File: config.mk
export PLATFORM = sky130hd
export DESIGN_NAME = uart_fifo_loopback_flat
export DESIGN_NICKNAME = d
export VERILOG_FILES = /design/src/rtl/uart_fifo_loopback_if.sv /design/src/rtl/uart_fifo_loopback.sv /design/src/flat_wrapper.sv
export SDC_FILE = /design/constraint.sdc
export NUM_CORES = 1
export LEC_CHECK = 0
export CORE_MARGIN = 2
export CORE_UTILIZATION = 27
export CTS_CLUSTER_SIZE = 8
export DETAILED_ROUTE_END_ITERATION = 6
export DONT_BUFFER_PORTS = 1
export SYNTH_ARGS = -nofsm -noshare
export SYNTH_HDL_FRONTEND = slang
export SYNTH_SLANG_ARGS = --single-unit
File: constraint.sdc
create_clock -name clk -period 5.7 [get_ports clk]
set_input_delay 0.57 -clock clk [delete_from_list [all_inputs] [get_ports clk]]
set_output_delay 0.57 -clock clk [all_outputs]
set_load 0.02 [all_outputs]
File: src/rtl/uart_fifo_loopback_if.sv
// Serial pins, echo control and status of the UART loopback core.
// The core takes the slave side; whatever drives the pins takes the master side.
interface uart_fifo_loopback_if #(
    parameter int FIFO_DEPTH = 16
);
    localparam int AW = $clog2(FIFO_DEPTH);

    logic        uart_rxd;
    logic        loop_en;
    logic        err_clr;
    logic        uart_txd;
    logic        tx_busy;
    logic [AW:0] fifo_level;
    logic        overflow;
    logic [7:0]  frame_err_cnt;
    logic [7:0]  parity_err_cnt;

    modport master (
        output uart_rxd, loop_en, err_clr,
        input  uart_txd, tx_busy, fifo_level, overflow, frame_err_cnt, parity_err_cnt
    );

    modport slave (
        input  uart_rxd, loop_en, err_clr,
        output uart_txd, tx_busy, fifo_level, overflow, frame_err_cnt, parity_err_cnt
    );
endinterface

File: src/rtl/uart_fifo_loopback.sv
// UART receiver -> FIFO elastic buffer -> UART transmitter echo path.
// Frame format, parity, stop bits and buffer depth are parameters; errors are counted.
module uart_fifo_loopback #(
    parameter int CLK_FREQ   = 200_000_000,
    parameter int UART_BPS   = 115200,
    parameter int DATA_BITS  = 8,
    parameter int PARITY     = 0,
    parameter int STOP_BITS  = 1,
    parameter int FIFO_DEPTH = 16
) (
    input  logic                clk,
    input  logic                sys_rst_n,
    uart_fifo_loopback_if.slave bus_io
);
    localparam int BPS_CNT = CLK_FREQ / UART_BPS;
    localparam int AW      = $clog2(FIFO_DEPTH);
    localparam int CW      = $clog2(STOP_BITS * BPS_CNT) + 1;
    localparam int BW      = $clog2(DATA_BITS) + 1;
    localparam logic [CW-1:0] HALF_END = CW'(BPS_CNT / 2 - 1);
    localparam logic [CW-1:0] BIT_END  = CW'(BPS_CNT - 1);
    localparam logic [CW-1:0] STOP_END = CW'(STOP_BITS * BPS_CNT - 1);
    localparam logic [BW-1:0] LAST_BIT = BW'(DATA_BITS - 1);

    typedef enum logic [2:0] {ST_IDLE, ST_START, ST_DATA, ST_PARITY, ST_STOP} state_t;

    logic                 rx_meta_q, rx_sync_q, rx_prev_q, rx_fall;
    state_t               rx_state_q, rx_state_d;
    logic [CW-1:0]        rx_cnt_q, rx_cnt_d;
    logic [BW-1:0]        rx_bit_q, rx_bit_d;
    logic [DATA_BITS-1:0] rx_shift_q, rx_shift_d;
    logic                 rx_par_q, rx_par_d, rx_stop_q, rx_stop_d, rx_done_q, rx_done_d;
    logic                 rx_par_ok, rx_good;

    state_t               tx_state_q, tx_state_d;
    logic [CW-1:0]        tx_cnt_q, tx_cnt_d;
    logic [BW-1:0]        tx_bit_q, tx_bit_d;
    logic [DATA_BITS-1:0] tx_shift_q, tx_shift_d;
    logic                 tx_par_q, tx_par_d, txd_q, txd_d;

    logic [DATA_BITS-1:0] mem_q [FIFO_DEPTH];
    logic [DATA_BITS-1:0] fifo_head;
    logic [AW:0]          wr_ptr_q, rd_ptr_q, level_q;
    logic                 fifo_full, fifo_empty, push, pop;
    logic                 overflow_q;
    logic [7:0]           frame_err_q, parity_err_q;

    always_ff @(posedge clk) begin
        if (!sys_rst_n) begin
            rx_meta_q <= 1'b1;
            rx_sync_q <= 1'b1;
            rx_prev_q <= 1'b1;
        end else begin
            rx_meta_q <= bus_io.uart_rxd;
            rx_sync_q <= rx_meta_q;
            rx_prev_q <= rx_sync_q;
        end
    end
    assign rx_fall = rx_prev_q & ~rx_sync_q;

    always_comb begin
        rx_state_d = rx_state_q;
        rx_cnt_d   = rx_cnt_q + CW'(1);
        rx_bit_d   = rx_bit_q;
        rx_shift_d = rx_shift_q;
        rx_par_d   = rx_par_q;
        rx_stop_d  = rx_stop_q;
        rx_done_d  = 1'b0;
        unique case (rx_state_q)
            ST_IDLE: begin
                rx_cnt_d = '0;
                if (rx_fall) rx_state_d = ST_START;
            end
            ST_START: if (rx_cnt_q == HALF_END) begin
                // A line that is high again at mid start bit was only a glitch.
                rx_cnt_d   = '0;
                rx_bit_d   = '0;
                rx_state_d = rx_sync_q ? ST_IDLE : ST_DATA;
            end
            ST_DATA: if (rx_cnt_q == BIT_END) begin
                rx_cnt_d   = '0;
                rx_shift_d = {rx_sync_q, rx_shift_q[DATA_BITS-1:1]};
                rx_bit_d   = rx_bit_q + BW'(1);
                if (rx_bit_q == LAST_BIT) rx_state_d = (PARITY != 0) ? ST_PARITY : ST_STOP;
            end
            ST_PARITY: if (rx_cnt_q == BIT_END) begin
                rx_cnt_d   = '0;
                rx_par_d   = rx_sync_q;
                rx_state_d = ST_STOP;
            end
            ST_STOP: if (rx_cnt_q == BIT_END) begin
                rx_cnt_d   = '0;
                rx_stop_d  = rx_sync_q;
                rx_done_d  = 1'b1;
                rx_state_d = ST_IDLE;
            end
            default: rx_state_d = ST_IDLE;
        endcase
    end

    always_ff @(posedge clk) begin
        if (!sys_rst_n) begin
            rx_state_q <= ST_IDLE;
            rx_cnt_q   <= '0;
            rx_bit_q   <= '0;
            rx_shift_q <= '0;
            rx_par_q   <= 1'b0;
            rx_stop_q  <= 1'b0;
            rx_done_q  <= 1'b0;
        end else begin
            rx_state_q <= rx_state_d;
            rx_cnt_q   <= rx_cnt_d;
            rx_bit_q   <= rx_bit_d;
            rx_shift_q <= rx_shift_d;
            rx_par_q   <= rx_par_d;
            rx_stop_q  <= rx_stop_d;
            rx_done_q  <= rx_done_d;
        end
    end

    assign rx_par_ok = (PARITY == 0) ||
                       (rx_par_q == ((PARITY == 1) ? ~^rx_shift_q : ^rx_shift_q));
    assign rx_good   = rx_done_q & rx_stop_q & rx_par_ok;

    // A full FIFO still accepts a frame when the transmitter pops in the same cycle.
    assign fifo_empty = (wr_ptr_q == rd_ptr_q);
    assign fifo_full  = (wr_ptr_q[AW] != rd_ptr_q[AW]) && (wr_ptr_q[AW-1:0] == rd_ptr_q[AW-1:0]);
    assign push       = rx_good & (~fifo_full | pop);
    assign fifo_head  = mem_q[rd_ptr_q[AW-1:0]];

    always_ff @(posedge clk) begin
        if (push) mem_q[wr_ptr_q[AW-1:0]] <= rx_shift_q;
    end

    always_ff @(posedge clk) begin
        if (!sys_rst_n) begin
            wr_ptr_q <= '0;
            rd_ptr_q <= '0;
            level_q  <= '0;
        end else begin
            if (push) wr_ptr_q <= wr_ptr_q + (AW+1)'(1);
            if (pop)  rd_ptr_q <= rd_ptr_q + (AW+1)'(1);
            case ({push, pop})
                2'b10:   level_q <= level_q + (AW+1)'(1);
                2'b01:   level_q <= level_q - (AW+1)'(1);
                default: level_q <= level_q;
            endcase
        end
    end

    always_ff @(posedge clk) begin
        if (!sys_rst_n || bus_io.err_clr) begin
            frame_err_q  <= '0;
            parity_err_q <= '0;
            overflow_q   <= 1'b0;
        end else begin
            if (rx_done_q && !rx_stop_q && frame_err_q != 8'hFF) frame_err_q <= frame_err_q + 8'd1;
            if (rx_done_q && rx_stop_q && !rx_par_ok && parity_err_q != 8'hFF)
                parity_err_q <= parity_err_q + 8'd1;
            if (rx_good && fifo_full && !pop) overflow_q <= 1'b1;
        end
    end

    always_comb begin
        tx_state_d = tx_state_q;
        tx_cnt_d   = tx_cnt_q + CW'(1);
        tx_bit_d   = tx_bit_q;
        tx_shift_d = tx_shift_q;
        tx_par_d   = tx_par_q;
        txd_d      = 1'b1;
        pop        = 1'b0;
        unique case (tx_state_q)
            ST_IDLE: begin
                tx_cnt_d = '0;
                if (bus_io.loop_en && !fifo_empty) begin
                    pop        = 1'b1;
                    tx_shift_d = fifo_head;
                    tx_par_d   = (PARITY == 1) ? ~^fifo_head : ^fifo_head;
                    tx_state_d = ST_START;
                end
            end
            ST_START: begin
                txd_d = 1'b0;
                if (tx_cnt_q == BIT_END) begin
                    tx_cnt_d   = '0;
                    tx_bit_d   = '0;
                    tx_state_d = ST_DATA;
                end
            end
            ST_DATA: begin
                txd_d = tx_shift_q[0];
                if (tx_cnt_q == BIT_END) begin
                    tx_cnt_d   = '0;
                    tx_shift_d = tx_shift_q >> 1;
                    tx_bit_d   = tx_bit_q + BW'(1);
                    if (tx_bit_q == LAST_BIT) tx_state_d = (PARITY != 0) ? ST_PARITY : ST_STOP;
                end
            end
            ST_PARITY: begin
                txd_d = tx_par_q;
                if (tx_cnt_q == BIT_END) begin
                    tx_cnt_d   = '0;
                    tx_state_d = ST_STOP;
                end
            end
            ST_STOP: if (tx_cnt_q == STOP_END) tx_state_d = ST_IDLE;
            default: tx_state_d = ST_IDLE;
        endcase
    end

    always_ff @(posedge clk) begin
        if (!sys_rst_n) begin
            tx_state_q <= ST_IDLE;
            tx_cnt_q   <= '0;
            tx_bit_q   <= '0;
            tx_shift_q <= '0;
            tx_par_q   <= 1'b0;
            txd_q      <= 1'b1;
        end else begin
            tx_state_q <= tx_state_d;
            tx_cnt_q   <= tx_cnt_d;
            tx_bit_q   <= tx_bit_d;
            tx_shift_q <= tx_shift_d;
            tx_par_q   <= tx_par_d;
            txd_q      <= txd_d;
        end
    end

    assign bus_io.uart_txd       = txd_q;
    assign bus_io.tx_busy        = (tx_state_q != ST_IDLE);
    assign bus_io.fifo_level     = level_q;
    assign bus_io.overflow       = overflow_q;
    assign bus_io.frame_err_cnt  = frame_err_q;
    assign bus_io.parity_err_cnt = parity_err_q;
endmodule

File: src/flat_wrapper.sv
// flat-port wrapper written by rule: the top's interface ports become plain ports
module uart_fifo_loopback_flat 
#(
    parameter int CLK_FREQ   = 200_000_000,
    parameter int UART_BPS   = 115200,
    parameter int DATA_BITS  = 8,
    parameter int PARITY     = 0,
    parameter int STOP_BITS  = 1,
    parameter int FIFO_DEPTH = 16
)
  (clk, sys_rst_n, bus_io_uart_rxd, bus_io_loop_en, bus_io_err_clr, bus_io_uart_txd, bus_io_tx_busy, bus_io_fifo_level, bus_io_overflow, bus_io_frame_err_cnt, bus_io_parity_err_cnt);
  uart_fifo_loopback_if #(.FIFO_DEPTH(FIFO_DEPTH)) bus_io_i ();
  input  logic clk;
  input  logic sys_rst_n;
  input wire logic [$bits(bus_io_i.uart_rxd)-1:0] bus_io_uart_rxd;
  input wire logic [$bits(bus_io_i.loop_en)-1:0] bus_io_loop_en;
  input wire logic [$bits(bus_io_i.err_clr)-1:0] bus_io_err_clr;
  output wire logic [$bits(bus_io_i.uart_txd)-1:0] bus_io_uart_txd;
  output wire logic [$bits(bus_io_i.tx_busy)-1:0] bus_io_tx_busy;
  output wire logic [$bits(bus_io_i.fifo_level)-1:0] bus_io_fifo_level;
  output wire logic [$bits(bus_io_i.overflow)-1:0] bus_io_overflow;
  output wire logic [$bits(bus_io_i.frame_err_cnt)-1:0] bus_io_frame_err_cnt;
  output wire logic [$bits(bus_io_i.parity_err_cnt)-1:0] bus_io_parity_err_cnt;
  assign bus_io_i.uart_rxd = bus_io_uart_rxd;
  assign bus_io_i.loop_en = bus_io_loop_en;
  assign bus_io_i.err_clr = bus_io_err_clr;
  assign bus_io_uart_txd = bus_io_i.uart_txd;
  assign bus_io_tx_busy = bus_io_i.tx_busy;
  assign bus_io_fifo_level = bus_io_i.fifo_level;
  assign bus_io_overflow = bus_io_i.overflow;
  assign bus_io_frame_err_cnt = bus_io_i.frame_err_cnt;
  assign bus_io_parity_err_cnt = bus_io_i.parity_err_cnt;
  uart_fifo_loopback #(.CLK_FREQ(CLK_FREQ), .UART_BPS(UART_BPS), .DATA_BITS(DATA_BITS), .PARITY(PARITY), .STOP_BITS(STOP_BITS), .FIFO_DEPTH(FIFO_DEPTH)) u_core (.clk(clk), .sys_rst_n(sys_rst_n), .bus_io(bus_io_i));
endmodule
=== Yosys cells after proc, flatten, opt, wreduce, memory -nomap -nowiden ===
Memories as Yosys holds them, arrays and structs flattened. A register that Yosys moved wholly into a read port is not among the register bits.
Index checks and enable logic that the tools add are counted.

* Add/sub/neg operators: 9
* Multipliers: 0
* Div/mod/pow operators: 0
* Magnitude comparators: 0
* Eq/ne operators: 31
* Shifts and indexed selects: 0
* Multiplexer cells: 38
* Bitwise operators: 6
* Reductions and logical operators: 30

{| class="wikitable"
|+ Operator list
! operator !! count
|-
| $mux W12 || 3
|-
| $mux W3 || 12
|-
| $pmux W12 S3 || 1
|-
| $pmux W3 S5 || 2
|-
| $add A12 B1 Y12 const B || 2
|-
| $eq A12 B11 Y1 const B || 2
|-
| $mux W4 || 6
|-
| $ne A2 B1 Y1 const B || 12
|-
| $pmux W12 S2 || 1
|-
| $mux W8 || 2
|-
| $pmux W4 S2 || 2
|-
| $pmux W8 S2 || 1
|-
| $add A5 B1 Y5 const B || 3
|-
| $eq A12 B10 Y1 const B || 1
|-
| $eq A3 B2 Y1 const B || 4
|-
| $reduce_and A6 Y1 || 2
|-
| $pmux W5 S2 || 1
|-
| $reduce_and A3 Y1 || 3
|-
| $add A4 B1 Y4 const B || 2
|-
| $add A8 B1 Y8 const B || 1
|-
| $eq A4 B3 Y1 const B || 2
|-
| $ne A8 B8 Y1 const B || 1
|-
| $reduce_and A2 Y1 || 4
|-
| $reduce_bool A2 Y1 || 4
|-
| other kinds (21) || 40
|}

* Flip-flop bits (word level): 85
* Latch bits: 0
* Memory bits (writable): 128
* Memory bits (read-only): 0
* Bits of input ports: 5
* Logic and storage cells: 135
* Memories kept: 1

{| class="wikitable"
|+ Memories
! name !! depth !! bits a word !! rd ports !! clocked after Yosys merged registers in !! wr ports !! line !! source
|-
| u_core.mem_q || 16 || 8 || 1 || 1 || 1 || uart_fifo_loopback.sv:40 || <nowiki>logic [DATA_BITS-1:0] mem_q [FIFO_DEPTH];</nowiki>
|}

=== Depth between registers and ports, before layout ===
* Depth in word-level cells: 9
* Mapped depth: 13
* Depth with buffers taken out: 11

=== Least setup slack after synthesis ===
No wires, ideal clock.

* Kind: in2reg
* Start point: input bus_io_loop_en
* End point: memory u_core.mem_q[3][0] (enable)
* Arrival time: 2,146 ps
* Path slack: 3,171 ps
* Cell stages on the path: 5
* Path buffers: 0
* Cells stage by stage: nand2b_1 -> or3_1 -> a31oi_2 -> nand2_1 -> nor3_1

* Cells in the longest elaborated chain, start to end: 7

{| class="wikitable"
|+ RTL lines
! item !! line !! source
|-
| start: declaration || flat_wrapper.sv:16 || <nowiki>input wire logic [$bits(bus_io_i.loop_en)-1:0] bus_io_loop_en;</nowiki>
|-
| $logic_and A1 B1 Y1 || uart_fifo_loopback.sv:174 || <nowiki>if (bus_io.loop_en && !fifo_empty) begin</nowiki>
|-
| $mux W1 || uart_fifo_loopback.sv:174 ||
|-
| $mux W1 || uart_fifo_loopback.sv:171 || <nowiki>unique case (tx_state_q)</nowiki>
|-
| $or A1 B1 Y1 || uart_fifo_loopback.sv:127 || <nowiki>assign push = rx_good & (~fifo_full | pop);</nowiki>
|-
| $and A1 B1 Y1 || uart_fifo_loopback.sv:127 ||
|-
| $mux W1 || uart_fifo_loopback.sv:131 || <nowiki>if (push) mem_q[wr_ptr_q[AW-1:0]] <= rx_shift_q;</nowiki>
|-
| $mux W1 (not written as such) || uart_fifo_loopback.sv:131 ||
|-
| end: declaration || uart_fifo_loopback.sv:40 ||
|}

No other way between the ends.

=== Worst setup path after layout ===
* Start point: register u_core.tx_state_q[1]
* End point: memory u_core.mem_q[0][6] (enable)

* Cells in the longest elaborated chain, start to end: 6

{| class="wikitable"
|+ RTL lines
! item !! line !! source
|-
| start: declaration || uart_fifo_loopback.sv:34 || <nowiki>state_t tx_state_q, tx_state_d;</nowiki>
|-
| start signal: assignment || uart_fifo_loopback.sv:219 || <nowiki>tx_state_q <= tx_state_d;</nowiki>
|-
| $logic_not A3 Y1 || uart_fifo_loopback.sv:171 ||
|-
| $mux W1 || uart_fifo_loopback.sv:171 ||
|-
| $or A1 B1 Y1 || uart_fifo_loopback.sv:127 ||
|-
| $and A1 B1 Y1 || uart_fifo_loopback.sv:127 ||
|-
| $mux W1 || uart_fifo_loopback.sv:131 ||
|-
| $mux W1 (not written as such) || uart_fifo_loopback.sv:131 ||
|}

No other way between the ends.

==> run metrics <==
cts bufs inserted 31; hold_buf cts 0; drt first pass iters 4; latest clock arrival within the worst-skew pair 0.54 ns; Starting Density 27.54%; met1 Use GR about an eighth; clock slew at reported path FFs 0.05 ns; Hold Fails Final Rpt 0; CTS H-Tree Depth 1; post-route ant nets 0; DR vias 5250; GR Util met3 between 1.5 and 2%; Inserted Diodes 0; Routed Wire Length 17.57 mm; antenna violations before repair 0; Worst setup EP type register; Min Clock Period, post-route between 3 and 4 ns; kind of start point of the critical path register; power per cell area 321.8 nW/um2; Crit Path Category reg2reg; Post-CTS Setup Inserts 0; worst slew pin tran around 1.3 ns; global routing usage on met2 16.21%; GRT overflow 0; Clock Tree Buf Depth 3; DR iter-0 viols between 300 and 400; Boundary Pins 29; # fillers 3291; multiplexer share of the synthesized area 9.946%; CTS tree done; Final Slew Violations 0; hpwl dp between 10 and 15 mm; synthesis-to-layout area growth 13.60%; Clock Tree Root clkbuf_16; Post-synth top flop edfxtp_1; final setup fails 0; Synth area leaders edfxtp_1 (43%), dfxtp_1 (20%), mux4_2 (5.8%); crit-path max FO 11; outcome finished, final reports clean; number of gates resized after CTS 0; Post-Synthesis Cell Area approximately 9000 um2; final period utilization 54.15%; Netlist cell types 58; cell count after synthesis slightly below 700; relative slew slack a little under an eighth; Routed WL per cell 15.23 um; Yosys Warn Count 0; crit path DAT around 3.2 ns; DIE WIDTH 186.7 um; Max Clk Rate 324.0 MHz; simple-gate share of the synthesized area 11.96%; die area 34840 um2; Critical Path RT 5.83 ns; hold slack final 0.1179 ns; first-pass GRT wire length 28.14 mm; most used routing layer met2; XOR/XNOR share of the synthesized area 5.251%; pin count of the biggest net entering global routing 34; Adder-Cell Fraction of Synth Area around 1.5%; largest family of logic cells by synthesized area simple AND/OR/NAND/NOR gates; Chip Height between 150 and 200 um; DRC 0; HP Class in2reg; Seq/Total Area, Yosys 62.45%; # rows 66; VDD IR max 229.0 uV; ratio of cells with drive above 1 in the final layout 9.972%; Synth Area in Compound Gates 5.584%; Vias/cell 4.549; EDFF count, synth 128; clk_skew 0.02330 ns; Synth area leader edfxtp_1; vias in the first global route 5133; core footprint 32700 um2; gp weighted congestion 0.7681; Sinks on Clock Net about 220; synthesized area per cell 13.15 um2; asr flop ratio synth 0%; RSZ-0062 raised after global routing no; Yosys reg bits 217; Post-Route Setup TNS 0 ns; Nets 708; top-area cell type share of the netlist area between 40 and 50%; total track usage 10.02%; Leakage 0.003272 uW; port bufs 0; Max-cap violations 0
cells in the mapped netlist (all sizes together) (3+ instances only):
cell type / n
a211oi: 9
a21oi: 28
a22oi: 18
and2: 3
and3: 7
buf: 24
clkbuf: 8
clkdlybuf4s25: 3
dfxtp: 89
edfxtp: 128
ha: 11
inv: 13
mux2i: 13
mux4: 32
nand2: 56
nand2b: 8
nand3: 14
nand4: 12
nor2: 100
nor2b: 3
nor3: 9
nor4: 3
o21ai: 13
or3: 3
xnor2: 22
xor2: 32
placed cells by master (no fill, tap or decap), drive strengths merged, types with 18 or more instances in the layout:
master and count:
a21oi 28, a22oi 18, clkbuf 51, dfxtp 89
edfxtp 128, mux4 32, nand2 56, nor2 100
xnor2 22, xor2 32
power by group:
group	switching [uW]	total (uW)	leakage, uW	internal [uW]
registers	1.58	1650	0.00190	1650
clock network	627	1630	0.000414	1000
logic	14.8	18.1	0.000954	3.31
total	643	3290	0.00327	2650
cell families after synthesis:
group                    count (synthesis)
AO/OA/AOI/OAI                           77
XOR/XNOR                                54
adder cells (fa/ha/maj)                 11
buffers and inverters                   49
flip-flops                             217
multiplexers                            46
other                                    1
AND/OR/NAND/NOR                        230
critical path, stage by stage, from the launching register on:
cell and delay (ns):
dfxtp_1 0.39, nand2b_1 0.20, or3_1 0.37, a31oi_2 0.49
nand2_1 0.20, nor3_1 1.03
per-layer routing:
metal  up-vias  share of wire [%]
li1       2510                  -
met1      2579                 45
met2       125                 48
met3        36                5.0
met4         0                2.7
met5         -                  0
path summary, 6_finish.rpt:
path / startpoint / endpoint / slack, ns / cells after the start
worst min-delay path: sys_rst_n / u_core.rx_meta_q / 0.12 / 1
worst min register to register: u_core.rx_meta_q / u_core.rx_sync_q / 0.41 / 1
worst max-delay path: u_core.tx_state_q[1] / u_core.mem_q[0][6] / 2.61 / 5
worst max register to register: u_core.tx_state_q[1] / u_core.mem_q[0][6] / 2.61 / 5
through the flow:
| step | setup WS, ns | instance area, um2 | utilization, % | total power, uW | instances |
|---|---|---|---|---|---|
| after floorplan | 3.171 | 9034 | - | 1698 | 692 |
| after global placement | 2.582 | 9364 | 28.63 | 1696 | 1101 |
| after detailed placement | 2.551 | 9364 | 28.63 | 1696 | 1101 |
| after CTS | 2.565 | 10230 | 31.29 | 3332 | 1154 |
| after global routing | 2.447 | 10230 | 31.29 | 3394 | 1154 |
| final | 2.613 | 10230 | 31.29 | 3293 | 1154 |
area by class of cell:
| type | count | area, um2 | area share, % |
|---|---|---|---|
| well taps | 442 | 553.0 | 5.405 |
| flip-flops and latches | 217 | 5627 | 54.99 |
| inverters | 14 | 52.55 | 0.5136 |
| repair buffers | 2 | 15.01 | 0.1467 |
| clock buffers | 51 | 850.8 | 8.315 |
| multi-input cells | 426 | 3117 | 30.46 |
| clock inverters | 2 | 17.52 | 0.1712 |
flip-flops by register name (all words and copies together), names as in the netlist, 4 cells and up, named ones only:
name	flops
u_core.rx_bit_q	4
u_core.rx_shift_q	8
u_core.rd_ptr_q	5
u_core.wr_ptr_q	5
u_core.bus_io.fifo_level	5
u_core.mem_q	128
u_core.tx_cnt_q	12
u_core.rx_cnt_q	12
u_core.tx_shift_q	8
u_core.bus_io.frame_err_cnt	8
u_core.tx_bit_q	4
Power figures use the tool's default switching activity.
